## src/rtl/alu_pkg.sv

```systemverilog
// Shared ALU datapath constants and the serial-unit state type.
package alu_pkg;
  localparam int ALU_WIDTH = 8;
  localparam int SLICE_W   = 2;
  localparam int NSLICE    = ALU_WIDTH / SLICE_W;
  localparam int KW        = $clog2(NSLICE);

  typedef enum logic [1:0] {IDLE, RUN, DONE} state_t;
endpackage

```

## src/rtl/sub2b_bw.sv

```systemverilog
// Combinational 2-bit borrow-ripple subtract slice: d = a - b - bin.
module sub2b_bw
  import alu_pkg::*;
(
  input  logic [SLICE_W-1:0] a,
  input  logic [SLICE_W-1:0] b,
  input  logic               bin,
  output logic [SLICE_W-1:0] d,
  output logic               bout
);
  logic [SLICE_W:0] br;

  assign br[0] = bin;

  for (genvar gi = 0; gi < SLICE_W; gi++) begin : g_bit
    assign d[gi]    = a[gi] ^ b[gi] ^ br[gi];
    assign br[gi+1] = (~a[gi] & b[gi]) | (~(a[gi] ^ b[gi]) & br[gi]);
  end

  assign bout = br[SLICE_W];
endmodule

```

## src/rtl/sub8b_ser.sv

```systemverilog
// Digit-serial 8-bit subtractor, 2 bits per clock through one shared slice.
// Define SUB8B_FLAGS_EN to build the registered zero/ovf flags.
module sub8b_ser
  import alu_pkg::*;
(
  input  logic                 clk,
  input  logic                 rst,
  input  logic                 start,
  input  logic [ALU_WIDTH-1:0] inA,
  input  logic [ALU_WIDTH-1:0] inB,
  input  logic                 bin,
  output logic                 ready,
  output logic                 valid,
  output logic [ALU_WIDTH-1:0] diff,
  output logic                 bout,
  output logic                 zero,
  output logic                 ovf
);
  state_t               state_q, state_d;
  logic [KW-1:0]        k_q, k_d;
  logic [ALU_WIDTH-1:0] a_q, a_d, b_q, b_d, diff_q, diff_d;
  logic                 borrow_q, borrow_d;
  logic [SLICE_W-1:0]   slice_d;
  logic                 slice_bout;
  logic                 accept;
  logic                 last_slice;

  assign accept     = start && (state_q != RUN);
  assign last_slice = (state_q == RUN) && (k_q == KW'(NSLICE - 1));

  sub2b_bw u_slice (
    .a    (a_q[k_q*SLICE_W +: SLICE_W]),
    .b    (b_q[k_q*SLICE_W +: SLICE_W]),
    .bin  (borrow_q),
    .d    (slice_d),
    .bout (slice_bout)
  );

  always_ff @(posedge clk) begin
    if (rst) state_q <= IDLE;
    else     state_q <= state_d;
  end

  always_comb begin
    state_d = state_q;
    case (state_q)
      IDLE:    if (start) state_d = RUN;
      RUN:     if (last_slice) state_d = DONE;
      DONE:    state_d = start ? RUN : IDLE;
      default: state_d = IDLE;
    endcase
  end

  always_comb begin
    ready = (state_q != RUN);
    valid = (state_q == DONE);
  end

  // A start in RUN never reaches here because accept excludes RUN.
  always_comb begin
    a_d      = a_q;
    b_d      = b_q;
    diff_d   = diff_q;
    borrow_d = borrow_q;
    k_d      = k_q;
    if (accept) begin
      a_d      = inA;
      b_d      = inB;
      borrow_d = bin;
      diff_d   = '0;
      k_d      = '0;
    end else if (state_q == RUN) begin
      diff_d[k_q*SLICE_W +: SLICE_W] = slice_d;
      borrow_d = slice_bout;
      k_d      = k_q + 1'b1;
    end
  end

  always_ff @(posedge clk) begin
    if (rst) begin
      a_q      <= '0;
      b_q      <= '0;
      diff_q   <= '0;
      borrow_q <= 1'b0;
      k_q      <= '0;
    end else begin
      a_q      <= a_d;
      b_q      <= b_d;
      diff_q   <= diff_d;
      borrow_q <= borrow_d;
      k_q      <= k_d;
    end
  end

  assign diff = diff_q;
  assign bout = borrow_q;

`ifdef SUB8B_FLAGS_EN
  logic zero_q, ovf_q;

  // Flags are taken from the completed difference on the final slice edge.
  always_ff @(posedge clk) begin
    if (rst) begin
      zero_q <= 1'b0;
      ovf_q  <= 1'b0;
    end else if (last_slice) begin
      zero_q <= (diff_d == '0);
      ovf_q  <= (a_q[ALU_WIDTH-1] != b_q[ALU_WIDTH-1]) &&
                (diff_d[ALU_WIDTH-1] != a_q[ALU_WIDTH-1]);
    end
  end

  assign zero = zero_q;
  assign ovf  = ovf_q;
`else
  assign zero = 1'b0;
  assign ovf  = 1'b0;
`endif
endmodule
```

## config.mk

```make
export PLATFORM = sky130hd
export DESIGN_NAME = sub8b_ser
export DESIGN_NICKNAME = d
export VERILOG_FILES = /design/src/rtl/alu_pkg.sv /design/src/rtl/sub2b_bw.sv /design/src/rtl/sub8b_ser.sv
export SDC_FILE = /design/constraint.sdc
export NUM_CORES = 1
export LEC_CHECK = 0
export CORE_MARGIN = 2
export CORE_UTILIZATION = 44
export CTS_BUF_LIST = sky130_fd_sc_hd__clkbuf_16
export CTS_CLUSTER_DIAMETER = 50
export DETAILED_ROUTE_END_ITERATION = 12
export PLACE_DENSITY = 0.7
export SYNTH_ARGS = -nofsm -noshare
export SYNTH_HDL_FRONTEND = slang
export SYNTH_HIERARCHICAL = 1
export SYNTH_SLANG_ARGS = --single-unit
export TNS_END_PERCENT = 100
```

## constraint.sdc

```tcl
create_clock -name clk -period 2.5 [get_ports clk]
set_input_delay 0.5 -clock clk [delete_from_list [all_inputs] [get_ports clk]]
set_output_delay 0.5 -clock clk [all_outputs]
set_load 0.01 [all_outputs]
```

==> results <==
==> kinds of logic (layout without fill, tap and decap cells) <==
| group | count (synthesis) | after routing | synth area share |
|---|---|---|---|
| compound gates | 44 | 44 | 0.182 |
| fa+ha+maj | 7 | 7 | 0.0712 |
| buf+inv | 22 | 54 | 0.0790 |
| flops | 29 | 29 | 0.403 |
| mux | 6 | 6 | 0.0764 |
| other cells | 1 | 2 | 0.00260 |
| simple gates | 46 | 46 | 0.186 |
==> stage by stage <==
stage	instance area, µm²	hold WS [ns]	cells	utilization	total power, mW
after floorplan	1450	0.451	156	-	0.621
after global placement	1770	0.451	224	0.576	0.685
after detailed placement	1770	0.456	224	0.576	0.689
after CTS	1910	0.465	232	0.621	1.25
after global routing	1930	0.495	232	0.626	1.30
final	1930	0.464	232	0.626	1.24
==> layout make-up <==
type,count,area [µm²],area share
multi-input combinational,105,766,0.397
sequential,29,582,0.302
inverter,9,33.8,0.0175
tap,44,55.1,0.0286
timing repair buffer,37,353,0.183
clock buffer,5,125,0.0649
clock inverter,3,12.5,0.00649
==> sequential cells by signal, indices dropped and copies added (netlist names) <==
signal   flops
state_q      2
bout         1
diff         8
b_q          8
k_q          2
a_q          8
==> timing repair <==
action | in CTS | in global routing
endpoints found under the hold margin | 0 | 0
gates resized for setup | 0 | 3
endpoints found under the setup margin | 0 | 2
==> path summary, 6_finish.rpt <==
kind | start | end | slack [ns] | cells after the start
max | k_q[0] | diff[7] | 0.16 | 7
min | diff[6] | diff[6] | 0.46 | 2
max reg2reg | k_q[0] | diff[7] | 0.16 | 7
min reg2reg | diff[6] | diff[6] | 0.46 | 2
==> metal layers <==
metal,track usage,part of all wire
met1,0.231,0.44
met4,0.0745,0.012
met5,0,0
met2,0.333,0.50
met3,0.0630,0.056
==> report_power, final <==
| part | internal (mW) | switching, mW | total (mW) |
|---|---|---|---|
| sequential | 0.485 | 0.0144 | 0.500 |
| clock | 0.358 | 0.193 | 0.551 |
| combinational | 0.0944 | 0.0940 | 0.188 |
==> worst max-delay path, stage by stage (launching register included) <==
cell and delay, ns:
dfxtp_2 0.35, mux4_2 0.51, fa_1 0.40, inv_1 0.08, fa_1 0.42, nor4bb_4 0.18
a32oi_1 0.23, nor2_2 0.04
==> cell usage in the layout (no fill, tap or decap), types with 6 or more instances in the layout <==
cell type        instances
a21oi_1                 16
buf_4                    7
clkdlybuf4s50_1         30
dfxtp_1                 28
inv_1                    8
nand2_1                  6
nand3_1                 16
nor2_2                   6
o21ai_0                 16
==> metrics.md <==
| Metric | Value |
|---|---|
| Clock skew | `0.00401 ns` |
| RePlAce Congestion | `around 0.78` |
| Area fraction of the dominant cell type after synthesis | `0.403` |
| Hold_buf cts | `0` |
| Most instantiated cells after synthesis | `dfxtp_1, a21oi_1, nand3_1, o21ai_0, inv_1` |
| Fmax | `427 MHz` |
| Post-CTS Setup Inserts | `0` |
| Clock-pin slew on the worst setup and hold paths | `roughly 0.050 ns` |
| Max Slew Vio Count | `0` |
| Die Footprint | `between 3000 and 4000 µm²` |
| GR Util All Layers | `0.196` |
| Status | `finished, final reports clean` |
| Slew HR | `0.645` |
| Initial Util | `0.468` |
| Clock latency on the worst-skew pair | `around 0.27 ns` |
| Synth top area cells | `dfxtp_1, mux4_2, a21oi_1` |
| Placed wire-length estimate | `2250 µm` |
| Yosys reg bits | `29` |
| Synth cell types | `33` |
| Dominant cell type by area after synthesis | `dfxtp_1` |
| Worst setup EP type | `flop` |
| Pre-Repair DR Iteration Count | `4` |
| Initial detailed-routing violation count | `about 60` |
| # setup viols final | `0` |
| Grt ovf | `0` |
| Max-cap violations | `0` |
| Initial antenna violation count | `0` |
| Setup TNS Final | `0 ns` |
| Die X | `61.2 µm` |
| Crit Path Max Fanout | `3` |
| Static Leak | `approximately 0.72 nW` |
| Antenna Cells | `0` |
| Ys flop type | `dfxtp_1` |
| Net count, final | `214` |
| Largest net degree at the start of global routing | `23` |
| Mean Syn Cell Area | `9.30 µm²` |
| Fillers | `288` |
| EDFF count, synth | `0` |
| Layout cell share with drive strength beyond 1 | `0.160` |
| Routed len/inst | `13.6 µm` |
| Final hold vios | `0` |
| Final Cycle Share | `0.937` |
| Critical Path RT | `2.65 ns` |
| Worst Path Arrival | `2.49 ns` |
| Tmin final | `2.34 ns` |
| Ports | `33` |
| Via Count | `around 1200` |
| Pwr dens | `643 nW/µm²` |
| CTS H-tree depth | `2` |
| Min-Delay Path Class | `flop to flop` |
| Synthesis-to-layout area growth | `33.7%` |
| Port Buffers | `30` |
| Cell with the most instances after synthesis | `dfxtp_1` |
| Cell count after synthesis | `approximately 160` |
| Drt via density | `5.24` |
| Critical Path Source Type | `flop` |
| Final WL | `3160 µm` |
| RSZ-0062 raised after global routing | `false` |
| CTS sink cnt | `29` |
| Vias in the first global route | `1165` |
| CTS tree | `built` |
| ANT nets after route | `0` |
| Critical path class | `flop to flop` |
| Max VDD drop | `around 0.36 mV` |
| Root Driver | `clkbuf_16` |
| Core footprint | `3080 µm²` |
| Cts bufs inserted | `5` |
| Least-Margin Pin Slew | `0.532 ns` |
| Async set-reset flop share out of synthesis | `0` |
| Die height | `61.2 µm` |
| DRC viols | `0` |
| Setup ws final | `0.157 ns` |
| Row count | `20` |
| Ys Warns | `6` |
| Clock tree buffer depth | `2` |
| Sequential fraction of the synthesis area | `0.403` |
| Synthesized area | `1440 µm²` |
| First-pass GRT wire length | `5270 µm` |
| Post-placement setup slack | `0.0684 ns` |
No activity file was read; power rests on OpenSTA's default activity.
